`config.mk`:
```
export PLATFORM = sky130hd
export DESIGN_NAME = irq_pending_8
export DESIGN_NICKNAME = d
export VERILOG_FILES = /design/src/rtl/irq_pending_8.sv
export SDC_FILE = /design/constraint.sdc
export NUM_CORES = 1
export LEC_CHECK = 0
export ABC_AREA = 1
export BUFFER_PORTS_ARGS = -buffer_cell sky130_fd_sc_hd__buf_4
export CAP_MARGIN = 20
export CORE_MARGIN = 5
export CORE_UTILIZATION = 47
export CTS_CLUSTER_DIAMETER = 150
export CTS_CLUSTER_SIZE = 16
export DETAILED_ROUTE_END_ITERATION = 10
export HOLD_SLACK_MARGIN = 0.05
export MAX_ROUTING_LAYER = met4
export PLACE_DENSITY = 0.76
export SETUP_SLACK_MARGIN = 0.02
export SLEW_MARGIN = 20
export SYNTH_ARGS = -nofsm -noshare
export SYNTH_HDL_FRONTEND = slang
export SYNTH_SLANG_ARGS = --single-unit
```
`constraint.sdc`:
```
create_clock -name clk -period 1.44 [get_ports clk]
set_input_delay 0.144 -clock clk [delete_from_list [all_inputs] [get_ports clk]]
set_output_delay 0.144 -clock clk [all_outputs]
set_load 0.02 [all_outputs]
```
`src/rtl/irq_pending_8.sv`:
```
// irq_pending_8: rising-edge capture of eight request lines into sticky pending bits, masked
// output to the downstream OR reduction, and lowest-index valid/ack presentation.
// Define IRQ_SYNC_EN to insert a two-flop synchronizer on each req_in line.
module irq_pending_8 (
    input  logic       clk,
    input  logic       rst_n,
    input  logic [7:0] req_in,
    input  logic       mask_we,
    input  logic [7:0] mask_wdata,
    input  logic       clr_we,
    input  logic [7:0] clr_wdata,
    input  logic       ack,
    output logic [7:0] pending_out,
    output logic [7:0] mask_q,
    output logic       irq_valid,
    output logic [2:0] irq_id
);

    typedef enum logic {
        ST_IDLE,
        ST_PRESENT
    } state_t;

    state_t     state_q;
    state_t     state_d;
    logic [7:0] req_s;
    logic [7:0] req_d;
    logic [7:0] edge_det;
    logic [7:0] pending_q;
    logic [7:0] pending_d;
    logic [7:0] clr_vec;
    logic [7:0] ack_vec;
    logic [2:0] irq_id_q;
    logic [2:0] irq_id_d;
    logic [2:0] low_idx;
    logic       ack_take;

`ifdef IRQ_SYNC_EN
    logic [7:0] sync1;
    logic [7:0] sync2;

    always_ff @(posedge clk or negedge rst_n) begin
        if (!rst_n) begin
            sync1 <= '0;
            sync2 <= '0;
        end else begin
            sync1 <= req_in;
            sync2 <= sync1;
        end
    end

    assign req_s = sync2;
`else
    assign req_s = req_in;
`endif

    assign edge_det = req_s & ~req_d;

    // Only an ack seen while presenting may clear a bit; edges are OR-ed in last so a set wins.
    assign ack_take  = (state_q == ST_PRESENT) && ack;
    assign ack_vec   = ack_take ? (8'd1 << irq_id_q) : '0;
    assign clr_vec   = clr_we ? clr_wdata : '0;
    assign pending_d = (pending_q & ~clr_vec & ~ack_vec) | edge_det;

    assign pending_out = pending_q & mask_q;
    assign irq_valid   = (state_q == ST_PRESENT);
    assign irq_id      = irq_id_q;

    always_ff @(posedge clk or negedge rst_n) begin
        if (!rst_n) begin
            req_d     <= '0;
            pending_q <= '0;
            mask_q    <= '0;
        end else begin
            req_d     <= req_s;
            pending_q <= pending_d;
            if (mask_we) begin
                mask_q <= mask_wdata;
            end
        end
    end

    // Scan from the top down so the lowest set index is the last one written.
    always_comb begin
        low_idx = '0;
        for (int unsigned i = 0; i < 8; i++) begin
            if (pending_out[3'(7 - i)]) begin
                low_idx = 3'(7 - i);
            end
        end
    end

    always_ff @(posedge clk or negedge rst_n) begin
        if (!rst_n) begin
            state_q  <= ST_IDLE;
            irq_id_q <= '0;
        end else begin
            state_q  <= state_d;
            irq_id_q <= irq_id_d;
        end
    end

    always_comb begin
        state_d  = state_q;
        irq_id_d = irq_id_q;
        case (state_q)
            ST_IDLE: begin
                if (|pending_out) begin
                    state_d  = ST_PRESENT;
                    irq_id_d = low_idx;
                end
            end
            ST_PRESENT: begin
                if (ack || !pending_out[irq_id_q]) begin
                    state_d = ST_IDLE;
                end
            end
            default: state_d = ST_IDLE;
        endcase
    end

endmodule
```
=== After elaboration in Yosys (flattened, before gate mapping) ===
Cells that the tools add are included.
Widths: inputs -> output; s select.

* Shifts and indexed selects: 1
* Bitwise operators: 9
* Order comparisons: 1
* Mux-type cells: 15
* Reductions and logical operators: 5

{| class="wikitable"
|+ Operator list
! cell !! number
|-
| $and 8x8->8 || 4
|-
| $mux 3 || 8
|-
| $not 8->8 || 3
|-
| $mux 8 || 2
|-
| $or 8x8->8 || 1
|-
| $reduce_or 8->1 || 1
|-
| $shl 1x3->8 const A || 1
|-
| $lt 3x4->1 const B || 1
|-
| $bmux 1 s3 || 1
|-
| $mux 1 || 3
|-
| $pmux 1 s2 || 1
|-
| $reduce_and 2->1 || 1
|-
| $logic_and 1x1->1 || 1
|-
| $logic_not 1->1 || 1
|-
| $logic_or 1x1->1 || 1
|-
| $not 1->1 || 1
|}

* Bits of input ports: 29
* Logic and storage cells: 36
* Register bits after elaboration: 28
* Output and inout port bits: 20

=== Longest topological paths before layout ===
Gate-level depths: netlist of run 1.

* Depth after elaboration: 9
* Gate-level depth with buffers: 10
* Depth with buffers taken out: 10

=== Worst setup path after synthesis of run 1 ===
No wires, ideal clock.

* Path type: register -> register
* Start point: reg mask_q[7]
* End point: reg irq_id_q[0] (netlist: irq_id[0])
* Required time: 1375 ps
* Setup time: 65 ps
* Arrival: 1124 ps
* Cell stages (with the launch flop): 11
* Setup slack: 251 ps
* Path buffers: 0
* Period minus slack after synthesis: 1189 ps
* Cell sequence: dfrtp_1 > nand2_1 > inv_1 > nand2_1 > nand2_1 > nand2_1 > nand2_1 > nand2_1 > nand2_1 > nand2_1 > nand2_1

* Word-level cells in the longest chain between the ends: 9
* Elaborated cells between the ends (all ways): 11
* Classes of those cells: mux (8); bitwise (1); reduce/logical (2)

{| class="wikitable"
|+ Ends and longest elaborated chain
! what !! line !! source
|-
| from (decl) || 14 || <nowiki>output logic [7:0] mask_q,</nowiki>
|-
| from (signal assigned) || 78 || <nowiki>mask_q <= mask_wdata;</nowiki>
|-
| $and 8x8->8 (*) || 65 || <nowiki>assign pending_out = pending_q & mask_q;</nowiki>
|-
| via pending_out[7] || 13 || <nowiki>output logic [7:0] pending_out,</nowiki>
|-
| $mux 3 (8 in series) || 87 || <nowiki>if (pending_out[3'(7 - i)]) begin</nowiki>
|-
| to (signal assigned) || 99 || <nowiki>irq_id_q <= irq_id_d;</nowiki>
|-
| to (decl) || 33 || <nowiki>logic [2:0] irq_id_q;</nowiki>
|}

The timed path passes the listed nets; every way through them passes the cells marked *.
A chain may end at the register's enable or synchronous reset.

=== Worst setup path in the final report of run 1 ===
* Start point: reg mask_q[6]
* End point: out pending_out[6]

* Word-level cells in the longest chain between the ends: 1

{| class="wikitable"
|+ Ends and longest elaborated chain
! what !! line
|-
| $and 8x8->8 || 65
|-
| to (decl) || 13
|}

No other way between the ends.

==> results.json, run 1 <==
{
  "outcome": "finished clean",
  "setup_violations": 0,
  "gp_congestion": 0.806,
  "min-delay-start": "clr_wdata[0]",
  "skew_ns": 0.00348,
  "postSynthCellCount": 141,
  "multiInputGateArea_sq_um": 443,
  "fmax_mhz": 794,
  "yosysWarnings": 0,
  "die_area_sq_um": 3770,
  "die_width_um": 61.4,
  "drv_cap": 0,
  "cts_num_sinks": 28,
  "required_ns": 1.30,
  "antenna_found_initial": 0,
  "setup_ws_ns": 0.180,
  "comb_power_share": 0.423,
  "diodes": 0,
  "final_cell_mix": "buf_4 (48), nand2_1 (42), dfrtp_1 (28)",
  "r2r_end": "pending_q[5]$_DFF_PN0_",
  "yosys.area.top_type": "dfrtp_1",
  "numPortBuffers": 48,
  "setup_tns_ns": 0,
  "initial_core_util": 0.497,
  "internal_power_mw": 1.42,
  "hold_viol": 0,
  "worst-path-buf-inv": 2,
  "cts_tree": "done",
  "cts_buffer_depth": 2,
  "die_y_um": 61.4,
  "clkTransAtPathRegs_ns": 0.14,
  "drive_gt1_frac": 0.288,
  "htreeDepth": 1,
  "track_usage": 0.208,
  "grt-ovfl-total": 0,
  "syn-cell-area_sq_um": 1240,
  "ys_seq_elements": 28,
  "grt_max_degree": 29,
  "nNetsFinal": 239,
  "coreArea_sq_um": 2500,
  "slew_viol_final": 0,
  "powerDensity_nw_per_um2": 1280,
  "final.min_clock_period_ns": 1.26,
  "routedWlPerCell_um": 13.9,
  "max-slew-margin-rel": 0.761,
  "yosys.area.top_type_share": 0.564,
  "p_clk_frac": 0.136,
  "drc": 0,
  "placed_cell_area_sq_um": 1630,
  "worstReg2RegStart": "irq_id[0]$_DFFE_PN0P_",
  "cts_root_buf": "clkbuf_4",
  "worstSetupPathType": "reg -> out",
  "switchingPower_uw": 917,
  "use_met2": 0.352,
  "synth.distinct_cells": 13,
  "synth_nets": 170,
  "cts_setup_buffers": 0,
  "final_common_cell": "buf_4",
  "dr.pass1.iters": 4,
  "clock_latency_ns": 0.32,
  "use_met3": 0.0210,
  "p_leak_nw": 0.987,
  "finalCritPeriodShare": 0.875,
  "ant_nets": 0,
  "grt_pass1_wl_mm": 5.73,
  "postSynthAreaPerCell_sq_um": 8.81,
  "n_fill_cell": 184,
  "wirelength_mm": 3.32,
  "min_to": "pending_q[0]$_DFF_PN0_",
  "hpwl_mm": 2.43,
  "io_pins": 49,
  "area.growth.synth_to_final_pct": 47.6,
  "critPathMaxFanout": 4,
  "tightest_slew_ns": 0.359,
  "yosys-top-cells-area": "dfrtp_1 (56%), nand2_1 (13%), inv_1 (7.3%)",
  "grt_pass1_vias": 1251,
  "min_delay_path_depth": 4,
  "arrival_ns": 1.12,
  "stdcell_area_sq_um": 1830,
  "max_stage_delay_ns": 0.43,
  "crit_family": "flip-flops",
  "ys_seq_area_frac": 0.564,
  "via_count": 1182,
  "regArea_sq_um": 701,
  "pre_cts_ws_ns": 0.209,
  "startpoint_type": "flop",
  "initialDrtViolationCount": 53,
  "vias_per_cell": 4.97,
  "numCtsBuffers": 3,
  "seqPwrFrac": 0.441,
  "grtUsageMet1": 0.267,
  "grt_busiest_layer": "met2",
  "end_kind": "primary output",
  "r2r_setup_slack_ns": 0.20,
  "p_sw_frac": 0.392,
  "critical_path.cell_chain": "nand2_1 -> inv_1 -> buf_4",
  "row_count": 18,
  "r2r_cells": 5,
  "grt_setup_unrepaired": "false",
  "crit_slowest_cell": "dfrtp_1",
  "worst_ir_drop_vdd_v": 0.000885,
  "hold_path_class": "in -> reg"
}
## power by group through the flow
stage | clock, mW | combinational [mW] | sequential [mW]
CTS | 0.329 | 0.992 | 1.03
detailed placement | 0 | 0.946 | 1.05
global route | 0.368 | 1.12 | 1.05
finish | 0.319 | 0.990 | 1.03
global placement | 0 | 0.926 | 1.03
floorplan | 0 | 0.491 | 1.11
## cells by family (layout without fill, tap and decap cells)
kind of cell / count (synthesis) / count (layout) / share of synthesized area
flip-flops: 28 / 28 / 0.564
AO/OA/AOI/OAI: 25 / 25 / 0.117
multiplexers: 8 / 8 / 0.0725
buffers and inverters: 26 / 93 / 0.0796
AND/OR/NAND/NOR: 54 / 54 / 0.167
## worst reg2reg max path, stage by stage, from the launching register on
cell and delay [ns]:
dfrtp_1 0.45, inv_1 0.09, nor2_1 0.19, inv_1 0.11
o211ai_1 0.18, o21ai_0 0.12
## state kept, by name, summed over array words and instances, names as in the netlist
| signal | flops |
|---|---|
| irq_id | 3 |
| irq_valid | 1 |
| mask_q | 8 |
| pending_q | 8 |
| req_d | 8 |
## cell usage after synthesis
master    number
o211ai_1       8
nand2_2        1
nand2_1       42
nor2_1         9
nand3_1        2
dfrtp_1       28
mux2_2         8
inv_1         24
a21oi_1        4
o21ai_1        2
buf_1          1
o21ai_0       11
buf_2          1
## metal layers
metal / vias to the layer above / part of all wire
li1: 586 / -
met1: 557 / 0.41
met2: 33 / 0.52
met3: 6 / 0.051
met4: 0 / 0.014
met5: - / 0
## through the flow
stage | utilization | cells | total power, mW | hold WS, ns
6_report | 0.734 | 238 | 2.34 | 0.113
5_1_grt | 0.734 | 238 | 2.54 | 0.109
4_1_cts | 0.730 | 237 | 2.35 | 0.0565
3_3_place_gp | 0.653 | 217 | 1.96 | 0.0794
3_5_place_dp | 0.653 | 217 | 1.99 | 0.0837
2_1_floorplan | - | 141 | 1.61 | -0.152
## timing repair
| action | in CTS | in global routing |
|---|---|---|
| gates resized for setup | 0 | 0 |
| hold buffers | 17 | 1 |
| setup endpoints to repair | 0 | 0 |
| endpoints found under the hold margin | 44 | 1 |
## cell type report
cell class	count	area share
sequential	28	0.382
tap	30	0.0205
multi-input combinational	87	0.241
timing repair buffer	66	0.295
clock buffer	3	0.0123
inverter	24	0.0491
## worst max path at each step
stage	start	to	slack (ns)	cells past startpoint
CTS	mask_q[1]$_DFFE_PN0P_	pending_out[1]	0.17	3
global placement	mask_q[1]$_DFFE_PN0P_	irq_id[0]$_DFFE_PN0P_	0.24	8
floorplan	mask_q[7]$_DFFE_PN0P_	irq_id[0]$_DFFE_PN0P_	0.25	10
detailed placement	mask_q[1]$_DFFE_PN0P_	irq_id[0]$_DFFE_PN0P_	0.21	8
finish	mask_q[6]$_DFFE_PN0P_	pending_out[6]	0.18	3
global route	irq_id[0]$_DFFE_PN0P_	pending_q[1]$_DFF_PN0_	0.04	5
Note: power is estimated with default switching activity, not from simulation.
==> inputs of run 2 (changes only) <==
- CORE_UTILIZATION: 47 -> 50
- PLACE_DENSITY: 0.76 -> 0.8
- clock period: 1.44 -> 1.6 ns (I/O delays scaled with it)
==> run 2 against run 1 <==
Net effect:
- global-route usage grew 0.64 points
- critical path depth is the same
- wire length grew 4.1%
- setup slack gained 0.12 ns
- register-to-register slack gained 0.11 ns
- count of clock-buffer cells in the layout grew 1
- die area shrank 5.0%
- cell count shrank 0.84%
- non-clock buffer count shrank 3
- critical endpoint is now pending_out[1]
- largest cell class unchanged
==> results.json, run 2 (same netlist as run 1, synthesis figures left out) <==
{
  "outcome": "finished clean",
  "die_area_sq_um": 3580,
  "p_leak_nw": 0.982,
  "crit_start": "mask_q[1]$_DFFE_PN0P_",
  "max-slew-margin-rel": 0.761,
  "worst_ir_drop_vdd_v": 0.000807,
  "hpwl_mm": 2.53,
  "row_count": 18,
  "final_cell_mix": "buf_4 (48), nand2_1 (42), dfrtp_1 (28)",
  "grt_pass1_vias": 1251,
  "worstSetupPathType": "reg -> out",
  "whs_ns": 0.0593,
  "numPortBuffers": 48,
  "cts_num_sinks": 28,
  "wirelength_mm": 3.45,
  "worstReg2RegStart": "mask_q[1]$_DFFE_PN0P_",
  "r2r_end": "irq_id[0]$_DFFE_PN0P_",
  "end_kind": "primary output",
  "crit_family": "flip-flops",
  "diodes": 0,
  "slew_viol_final": 0,
  "cp.depth": 3,
  "drc": 0,
  "via_count": 1200,
  "initial_core_util": 0.511,
  "min-delay-start": "mask_wdata[1]",
  "vias_per_cell": 5.08,
  "cts_buffer_depth": 2,
  "setup_tns_ns": 0,
  "finalPower_mw": 2.18,
  "coreArea_sq_um": 2430,
  "setup.worst_path.end": "pending_out[1]",
  "area.growth.synth_to_final_pct": 46.3,
  "arrival_ns": 1.14,
  "cts_tree": "done",
  "clock_latency_ns": 0.32,
  "hold_path_class": "in -> reg",
  "dr.pass1.iters": 4,
  "final.min_clock_period_ns": 1.30,
  "initialDrtViolationCount": 34,
  "tightest_slew_ns": 0.358,
  "grt_setup_unrepaired": "false",
  "ant_nets": 0,
  "r2r_setup_slack_ns": 0.31,
  "required_ns": 1.44,
  "skew_ns": 0.00278,
  "grt-ovfl-total": 0,
  "grt_pass1_wl_mm": 5.57,
  "final_common_cell": "buf_4",
  "antenna_found_initial": 0,
  "numCtsBuffers": 3,
  "dp.cells": 217,
  "critPathMaxFanout": 4,
  "grt_max_degree": 29,
  "critical_path.cell_chain": "nand2_1 -> inv_1 -> buf_4",
  "fmax_mhz": 767,
  "crit_slowest_cell": "dfrtp_1",
  "powerDensity_nw_per_um2": 1200,
  "nNetsFinal": 236,
  "worst-path-buf-inv": 2,
  "htreeDepth": 1,
  "largestRegisters": "mask_q: 8 flops, pending_q: 8 flops, req_d: 8 flops",
  "cts_root_buf": "clkbuf_4",
  "setup_violations": 0,
  "max_stage_delay_ns": 0.44,
  "setup_ws_ns": 0.297,
  "pre_cts_ws_ns": 0.344,
  "drive_gt1_frac": 0.296,
  "stdcell_count": 236,
  "gp_congestion": 0.851,
  "finalCritPeriodShare": 0.815,
  "startpoint_type": "flop",
  "hold_viol": 0,
  "drv_cap": 0,
  "routedWlPerCell_um": 14.6,
  "track_usage": 0.215,
  "die_width_um": 59.9,
  "r2r_cells": 8,
  "io_pins": 49,
  "die_y_um": 59.9,
  "clkTransAtPathRegs_ns": 0.15
}
[run 2: changes by cell type in the layout (fill, tap and decap cells not counted), sizes merged]
cell	before	now
dlygate4sd3	18	15
clkbuf	3	4
[run 2: final cells by class]
type,count,area (sq um)
flip-flops and latches,28,701
fillers,186,614
repair buffers,63,510
multi-input cells,87,443
inverters,24,90.1
well taps,30,37.5
clock buffers,4,36.3
[run 2: per-stage QoR]
step                       util  cell area, sq um
final                     0.747              1820
after global routing      0.747              1820
after CTS                 0.735              1790
after detailed placement  0.671              1630
after global placement    0.671              1630
after floorplan               -              1240
[run 2: how the worst min path moves through the flow]
stage	to	slack [ns]	depth (start not counted)
final	mask_q[1]$_DFFE_PN0P_	0.06	2
after global routing	mask_q[1]$_DFFE_PN0P_	0.05	2
after CTS	mask_q[0]$_DFFE_PN0P_	0.05	2
after detailed placement	irq_id[2]$_DFFE_PN0P_	0.1	1
after global placement	mask_q[7]$_DFFE_PN0P_	0.09	1
after floorplan	irq_id[0]$_DFFE_PN0P_	-0.14	0
[run 2: metal layers]
metal / routed length [um] / global-route usage / vias up
li1: - / - / 570
met1: 1360 / 0.252 / 574
met2: 1830 / 0.358 / 44
met3: 150 / 0.0281 / 12
met4: 111 / 0.108 / 0
met5: 0 / - / -
[run 2: power by group]
| part | internal, mW | switching (mW) |
|---|---|---|
| logic | 0.364 | 0.539 |
| clock network | 0.139 | 0.209 |
| registers | 0.825 | 0.107 |
[run 2: what timing repair did]
| item | 4_1_cts | 5_1_grt |
|---|---|---|
| hold endpoints to repair | 39 | 3 |
| buffers inserted | 0 | 0 |
| hold buffers | 12 | 3 |
| gates resized for setup | 0 | 0 |
